### src/rtl/lsu_mem_stage_pkg.sv
// lsu_mem_stage_pkg: shared encodings and request legality check for the load/store unit
package lsu_mem_stage_pkg;

  localparam logic [2:0] F3_LB  = 3'b000;
  localparam logic [2:0] F3_LH  = 3'b001;
  localparam logic [2:0] F3_LW  = 3'b010;
  localparam logic [2:0] F3_LBU = 3'b100;
  localparam logic [2:0] F3_LHU = 3'b101;
  localparam logic [2:0] F3_SB  = 3'b000;
  localparam logic [2:0] F3_SH  = 3'b001;
  localparam logic [2:0] F3_SW  = 3'b010;

  localparam logic [6:0] OP_LOAD  = 7'b0000011;
  localparam logic [6:0] OP_STORE = 7'b0100011;

  typedef enum logic [1:0] {
    IDLE   = 2'd0,
    REQ    = 2'd1,
    WAIT_R = 2'd2
  } state_t;

  // Legal funct3 for the direction and naturally aligned for its access size.
  function automatic logic req_ok(input logic we, input logic [2:0] f3, input logic [1:0] a);
    logic legal;
    logic mis;
    legal = we ? (f3 == F3_SB || f3 == F3_SH || f3 == F3_SW)
               : (f3 == F3_LB || f3 == F3_LH || f3 == F3_LW || f3 == F3_LBU || f3 == F3_LHU);
    mis = (f3[1:0] == 2'b01 && a[0]) || (f3[1:0] == 2'b10 && a != 2'b00);
    return legal && !mis;
  endfunction

endpackage

### src/rtl/lsu_mem_stage_load_align.sv
// lsu_load_align: picks the addressed byte/halfword of a read word and sign/zero extends it
module lsu_load_align
  import lsu_mem_stage_pkg::*;
(
  input  logic [31:0] rdata,
  input  logic [1:0]  addr_lo,
  input  logic [2:0]  funct3,
  output logic [31:0] data
);

  logic [7:0]  b;
  logic [15:0] h;
  logic        sx;

  // Lane select, then extend with the sign bit only for the signed forms.
  always_comb begin
    b    = addr_lo[1] ? (addr_lo[0] ? rdata[31:24] : rdata[23:16])
                      : (addr_lo[0] ? rdata[15:8]  : rdata[7:0]);
    h    = addr_lo[1] ? rdata[31:16] : rdata[15:0];
    sx   = funct3 == F3_LB || funct3 == F3_LH;
    data = funct3[1:0] == 2'b00 ? {{24{sx & b[7]}}, b}
         : funct3[1:0] == 2'b01 ? {{16{sx & h[15]}}, h}
         : rdata;
  end

endmodule

### src/rtl/lsu_mem_stage.sv
// lsu_mem_stage: one-at-a-time load/store sequencer over a req/gnt/rvalid data bus
module lsu_mem_stage
  import lsu_mem_stage_pkg::*;
#(
  parameter int TIMEOUT_CYCLES = 255,
  parameter int CNT_W          = 8
) (
  input  logic        clk,
  input  logic        rst,
  input  logic        req_valid_i,
  input  logic        req_we_i,
  input  logic [2:0]  req_funct3_i,
  input  logic [31:0] req_addr_i,
  input  logic [31:0] req_wdata_i,
  input  logic [4:0]  req_rd_addr_i,
  output logic        hold_flag_o,
  output logic        mem_req_o,
  output logic        mem_we_o,
  output logic [31:0] mem_addr_o,
  output logic [3:0]  mem_wstrb_o,
  output logic [31:0] mem_wdata_o,
  input  logic        mem_gnt_i,
  input  logic        mem_rvalid_i,
  input  logic [31:0] mem_rdata_i,
  output logic        wb_valid_o,
  output logic [4:0]  wb_rd_addr_o,
  output logic [31:0] wb_data_o,
  output logic        err_o
);

  state_t             state;
  logic [CNT_W-1:0]   cnt;
  logic               we_q;
  logic [2:0]         f3_q;
  logic [31:0]        addr_q;
  logic [31:0]        wdata_q;
  logic [4:0]         rd_q;
  logic [31:0]        ld_data;
  logic               timeout;

  lsu_load_align u_align (
    .rdata   (mem_rdata_i),
    .addr_lo (addr_q[1:0]),
    .funct3  (f3_q),
    .data    (ld_data)
  );

  // Bus outputs are driven only in REQ; stores replicate data across all lanes.
  always_comb begin
    timeout     = cnt >= CNT_W'(TIMEOUT_CYCLES - 1);
    hold_flag_o = state != IDLE || req_valid_i;
    mem_req_o   = state == REQ;
    mem_we_o    = mem_req_o & we_q;
    mem_addr_o  = mem_req_o ? {addr_q[31:2], 2'b00} : '0;
    mem_wstrb_o = !mem_we_o ? 4'b0000
                : f3_q[1:0] == 2'b00 ? 4'b0001 << addr_q[1:0]
                : f3_q[1:0] == 2'b01 ? 4'b0011 << {addr_q[1], 1'b0}
                : 4'b1111;
    mem_wdata_o = !mem_we_o ? 32'h0
                : f3_q[1:0] == 2'b00 ? {4{wdata_q[7:0]}}
                : f3_q[1:0] == 2'b01 ? {2{wdata_q[15:0]}}
                : wdata_q;
  end

  // Transaction FSM; handshake wins over timeout when both land in the same cycle.
  always_ff @(posedge clk or posedge rst) begin
    if (rst) begin
      state        <= IDLE;
      cnt          <= '0;
      we_q         <= 1'b0;
      f3_q         <= '0;
      addr_q       <= '0;
      wdata_q      <= '0;
      rd_q         <= '0;
      wb_valid_o   <= 1'b0;
      wb_rd_addr_o <= '0;
      wb_data_o    <= '0;
      err_o        <= 1'b0;
    end else begin
      err_o      <= 1'b0;
      wb_valid_o <= 1'b0;
      case (state)
        IDLE: if (req_valid_i) begin
          we_q    <= req_we_i;
          f3_q    <= req_funct3_i;
          addr_q  <= req_addr_i;
          wdata_q <= req_wdata_i;
          rd_q    <= req_rd_addr_i;
          cnt     <= '0;
          if (req_ok(req_we_i, req_funct3_i, req_addr_i[1:0])) state <= REQ;
          else err_o <= 1'b1;
        end
        REQ: begin
          cnt <= cnt + 1'b1;
          if (mem_gnt_i) state <= we_q ? IDLE : WAIT_R;
          else if (timeout) begin
            state <= IDLE;
            err_o <= 1'b1;
          end
        end
        WAIT_R: begin
          cnt <= cnt + 1'b1;
          if (mem_rvalid_i) begin
            wb_valid_o   <= 1'b1;
            wb_data_o    <= ld_data;
            wb_rd_addr_o <= rd_q;
            state        <= IDLE;
          end else if (timeout) begin
            state <= IDLE;
            err_o <= 1'b1;
          end
        end
        default: state <= IDLE;
      endcase
    end
  end

endmodule

### config.mk
export PLATFORM = sky130hd
export DESIGN_NAME = lsu_mem_stage
export DESIGN_NICKNAME = d
export VERILOG_FILES = /design/src/rtl/lsu_mem_stage_pkg.sv /design/src/rtl/lsu_mem_stage_load_align.sv /design/src/rtl/lsu_mem_stage.sv
export SDC_FILE = /design/constraint.sdc
export NUM_CORES = 1
export LEC_CHECK = 0
export CORE_ASPECT_RATIO = 1.4
export CORE_MARGIN = 1.5
export CORE_UTILIZATION = 40
export CTS_CLUSTER_DIAMETER = 200
export DETAILED_ROUTE_END_ITERATION = 8
export PLACE_DENSITY = 0.74
export SLEW_MARGIN = 40
export SYNTH_ARGS = -nofsm -noshare
export SYNTH_HDL_FRONTEND = slang
export SYNTH_HIERARCHICAL = 1
export SYNTH_SLANG_ARGS = --single-unit
### constraint.sdc
create_clock -name clk -period 4.8 [get_ports clk]
set_input_delay 1.44 -clock clk [delete_from_list [all_inputs] [get_ports clk]]
set_output_delay 1.44 -clock clk [all_outputs]
set_load 0.05 [all_outputs]
* Word level (Yosys, flattened, before mapping) *
Cells that the tools add are included.

operators by class
  add/sub/neg operators = 1
  $lt $le $gt $ge = 1
  equal/unequal tests = 12
  shift operators = 2
  mux-type cells = 31
  bitwise logic cells = 3
  reductions and logical operators = 23

operators by type and width
  operator               count
  $mux W32               6
  $mux W8                4
  $mux W16               1
  $pmux W8 S2            1
  $mux W2                6
  $mux W4                3
  $add A8 B1 Y8 const B  1
  $ge A8 B8 Y1 const B   1
  $mux W1                8
  $reduce_and A2 Y1      4
  $logic_or A1 B1 Y1     7
  $eq A2 B1 Y1 const B   3
  $eq A3 B1 Y1 const B   2
  $eq A3 B3 Y1 const B   2
  $logic_not A3 Y1       2
  $pmux W2 S3            1
  $reduce_bool A2 Y1     3
  $eq A2 B2 Y1 const B   2
  $logic_not A2 Y1       2
  $ne A2 B2 Y1 const B   2
  $shl A1 B2 Y4 const A  1
  $shl A2 B2 Y4 const A  1
  $and A1 B1 Y1          3
  $eq A3 B2 Y1 const B   1
  4 further kinds        6

storage, ports and cells
  register bits after elaboration = 122
  bits of input ports = 110
  output and inout bits = 110
  word-level logic and storage cells = 84

* Logic depth before layout (Yosys ltp) *
  depth in word-level cells = 10
  gate-level depth with buffers = 8
  depth with buffers taken out = 6

* Modules after synthesis *
Netlist, hierarchy kept.

by module, submodules not included
  module          times used  cells an instance  area each (um^2)  sequential area each (um^2)
  lsu_mem_stage   1           454                5,607.9           3,052.9
  lsu_load_align  1           134                1,029.7           0.0

* Worst setup path after synthesis *
No wires, ideal clock.

  kind = register to output
  start point = register state[1]
  end point = output mem_wdata_o[22]
  arrival time = 2.229 ns
  required time = 3.360 ns
  slack = 1.131 ns
  cell stages (with the launch flop) = 7
  path buffers = 2
  cell sequence = dfrtp_1 > inv_1 > ha_1 > nand2_1 > clkbuf_1 > buf_1 > nor2_1

on the way
  word-level cells in the longest chain between the ends = 3

ends and longest elaborated chain
  item                    line                 text
  from (decl)             lsu_mem_stage.sv:31  state_t state;
  from (signal assigned)  lsu_mem_stage.sv:95  if (mem_gnt_i) state <= we_q ? IDLE : WAIT_R;
  $eq A2 B1 Y1            lsu_mem_stage.sv:52  mem_req_o = state == REQ;
  via mem_req_o           lsu_mem_stage.sv:17  output logic mem_req_o,
  $and A1 B1 Y1           lsu_mem_stage.sv:53  mem_we_o = mem_req_o & we_q;
  $mux W32                lsu_mem_stage.sv:59  mem_wdata_o = !mem_we_o ? 32'h0
  to (decl)               lsu_mem_stage.sv:21  output logic [31:0] mem_wdata_o,

The timed path passes the listed nets, and every way through them passes these cells.

* Worst setup path after layout *
  start point = register state[1]
  end point = output mem_wdata_o[5]

on the way
  word-level cells in the longest chain between the ends = 3

ends and longest elaborated chain
  item           line
  $eq A2 B1 Y1   lsu_mem_stage.sv:52
  $and A1 B1 Y1  lsu_mem_stage.sv:53
  $mux W32       lsu_mem_stage.sv:59

Every way passes these cells.

==> impl_metrics.ini <==
[status]
status = finished clean

[global_route]
antenna_found_initial = 0
grtUsageMet3_pct = 6.428
use_met1_pct = 24.91
grt_pass1_wl_um = 29550
grt_pass1_vias = 5694
grtUsageTotal_pct = 21.63
grt_max_degree = 75
busiest_layer = met2
gr-usage-met2_pct = 37.92
grt-ovfl-total = 0

[worst_setup_path]
crit_end = mem_wdata_o[5]
crit_chain = inv_1 -> ha_1 -> buf_4 -> and3_1 -> clkdlybuf4s50_1
setup.worst_path.end_class = primary output
crit_start = state[1]$_DFFE_PP0P_
crit_required_ns = 3.36
cp.arrival_ns = 2.51
crit_type = flip-flop to primary output
max_stage_delay_ns = 0.81
slowest_stage = clkdlybuf4s50_1
reg2reg_depth = 5
crit_fanout = 42
crit_path_start_kind = flip-flop
reg2reg_to = wb_data_o[24]$_DFFE_PP0P_
timing.reg2reg.setup_slack_ns = 2.28
worstReg2RegStart = f3_q[1]$_DFFE_PP0P_

[sta]
relSlewSlack_pct = 52.99
min_period_ns = 3.954
finalCritPeriodShare_pct = 82.37
final.setup.tns_ns = 0
fin_skew_ns = 0.01456
grt_setup_unrepaired = no
maxSlewViolCount = 0
hold_ws_ns = 0.4992
hold_violations = 0
finalSetupViolations = 0
fmax_mhz = 252.9
tightest_slew_ns = 0.7051

[clock_tree]
clk_latency_ns = 0.42
htree_num_levels = 4
ctsHoldBuffers = 0
cts-root-buf = clkbuf_16
cts_resized = 0
cts_sinks = 122
cts.reportedPaths.clkPinSlew_ns = 0.06
cts_tree = built
post_cts_buffers = 0
cts_buffers = 17
clockBufferDepth = 2

[routing]
viasPerCell = 5.399
drtAntennaViolNets = 0
wl_um = 18340
drcViolationCount = 0
drtIter0Drc = 230
wire_per_inst_um = 18.43
via_count = 5372
drtPass1Iterations = 6

[finish]
diodes = 0
area_growth_pct = 46.73
nets = 899
drive_gt1_share_pct = 26.01
n_fill_cell = 1314
layout_common_cells = clkdlybuf4s50_1 (187), dfrtp_1 (121), mux2_2 (113)
layout_commonest_cell = clkdlybuf4s50_1

[power]
switching_share_pct = 44.97
power_density_nw_per_um2 = 749.6
seq_power_share_pct = 26.4
p_comb_share_pct = 56.2
power_frac_clock_pct = 17.4
ir_drop_uv = 465.7
p_leak_nw = 4.159
p_sw_mw = 3.283
power_mw = 7.300
internal-power_mw = 4.018

[synth]
ys_types = 50
synth_edf_count = 0
synth.avg_cell_area_um2 = 11.29
syn-cell-area_um2 = 6638
synth_flop_cell = dfrtp_1
ys_warn_count = 6
ys_seq_elements = 122
ys_seq_area_share_pct = 45.99
ys_async_sr_fraction_pct = 100.0
synthCells = 588

[run]
drv_cap = 0

[floorplan]
die_width_um = 111.9
initial_core_util_pct = 41.04
ios = 220
dieArea_um2 = 17390
rows = 55
die_h_um = 155.4
coreArea_um2 = 16170

[worst_hold_path]
worstHoldPathType = flip-flop to flip-flop

[placement]
dpl.hpwl_um = 13200
gp_congestion = 0.8240
io_buffers = 217
## cells by family (layout without fill, tap and decap cells)
group,count (synthesis),in the layout,share of synthesized area (%)
simple gates,170,170,14.14
fa+ha+maj,6,6,1.131
buf+inv,61,268,4.769
other cells,1,2,0.05650
compound gates,90,90,8.992
mux,138,138,24.92
flops,122,122,45.99
## worst max-delay path, delay by kind of cell (launching register included)
family	cells	cell delay, ns
AND/OR/NAND/NOR	1	0.25
flip-flops	1	0.41
buffers and inverters	3	1.25
adder cells (fa/ha/maj)	1	0.16
## per-stage QoR
| step | instance area [µm²] | utilization [%] | instances | worst slack (ns) |
|---|---|---|---|---|
| finish | 9739 | 60.22 | 995 | 0.8460 |
| global route | 9739 | 60.22 | 995 | 0.7223 |
| CTS | 9737 | 60.21 | 995 | 0.5910 |
| detailed placement | 9148 | 56.56 | 963 | 0.8501 |
| global placement | 9139 | 56.51 | 963 | 0.9371 |
| floorplan | 6641 | - | 589 | 0.1175 |
## cell type report
| cell class | instances | area [µm²] | area share (%) |
|---|---|---|---|
| Sequential cell | 122 | 3054 | 31.36 |
| Clock buffer | 17 | 425.4 | 4.368 |
| Multi-Input combinational cell | 406 | 3291 | 33.79 |
| Tap cell | 199 | 249.0 | 2.557 |
| Inverter | 13 | 51.30 | 0.5267 |
| Clock inverter | 15 | 163.9 | 1.683 |
| Timing Repair Buffer | 223 | 2505 | 25.72 |
## cells in the mapped netlist, types with 2 or more instances
library cell	n	area share [%]
ha_1	6	1.1
buf_4	2	0.23
a21oi_1	21	1.6
a221oi_1	2	0.26
buf_6	7	1.2
and2_1	31	2.9
clkbuf_1	22	1.2
nor2_1	37	2.1
buf_2	13	0.98
nor4_1	2	0.19
inv_1	13	0.74
nand2_1	24	1.4
a22o_2	4	0.60
nor3_1	3	0.23
mux2i_1	16	2.4
o22ai_1	9	0.85
and3_1	9	0.85
nor2b_1	32	3.0
nand3_1	12	0.90
a211oi_1	7	0.79
buf_1	3	0.17
nand2b_1	4	0.38
dfrtp_1	122	46
o21ai_0	25	1.9
o21ai_2	12	1.6
and3b_1	8	1.1
mux4_1	7	2.8
mux2_2	113	19
## registers in the layout, summed over array words and instances (netlist names), 2 cells and up
register      count
rd_q              5
state             2
wdata_q          32
wb_data_o        32
addr_q           32
f3_q              3
cnt               8
wb_rd_addr_o      5
## routing by layer
metal	share of wire [%]	up-vias
met5	0	-
met3	7.0	36
met1	38	2650
met4	2.6	0
met2	52	219
li1	-	2467
## power groups by stage
stage / Combinational (mW) / Sequential, mW / Clock, mW
floorplan: 2.44 / 2.27 / 0
global placement: 4.06 / 1.92 / 0
detailed placement: 4.12 / 1.94 / 0
CTS: 4.13 / 1.93 / 1.30
global route: 4.35 / 1.99 / 1.35
finish: 4.11 / 1.92 / 1.27
## how the worst min path moves through the flow
| stage | startpoint | endpoint | slack [ns] | depth (start not counted) |
|---|---|---|---|---|
| floorplan | addr_q[10]$_DFFE_PP0P_ | addr_q[10]$_DFFE_PP0P_ | 0.47 | 1 |
| global placement | addr_q[6]$_DFFE_PP0P_ | addr_q[6]$_DFFE_PP0P_ | 0.48 | 1 |
| detailed placement | addr_q[3]$_DFFE_PP0P_ | addr_q[3]$_DFFE_PP0P_ | 0.49 | 1 |
| CTS | addr_q[3]$_DFFE_PP0P_ | addr_q[3]$_DFFE_PP0P_ | 0.50 | 1 |
| global route | addr_q[23]$_DFFE_PP0P_ | addr_q[23]$_DFFE_PP0P_ | 0.52 | 1 |
| finish | addr_q[3]$_DFFE_PP0P_ | addr_q[3]$_DFFE_PP0P_ | 0.50 | 1 |
Note: power is estimated with default switching activity, not from simulation.
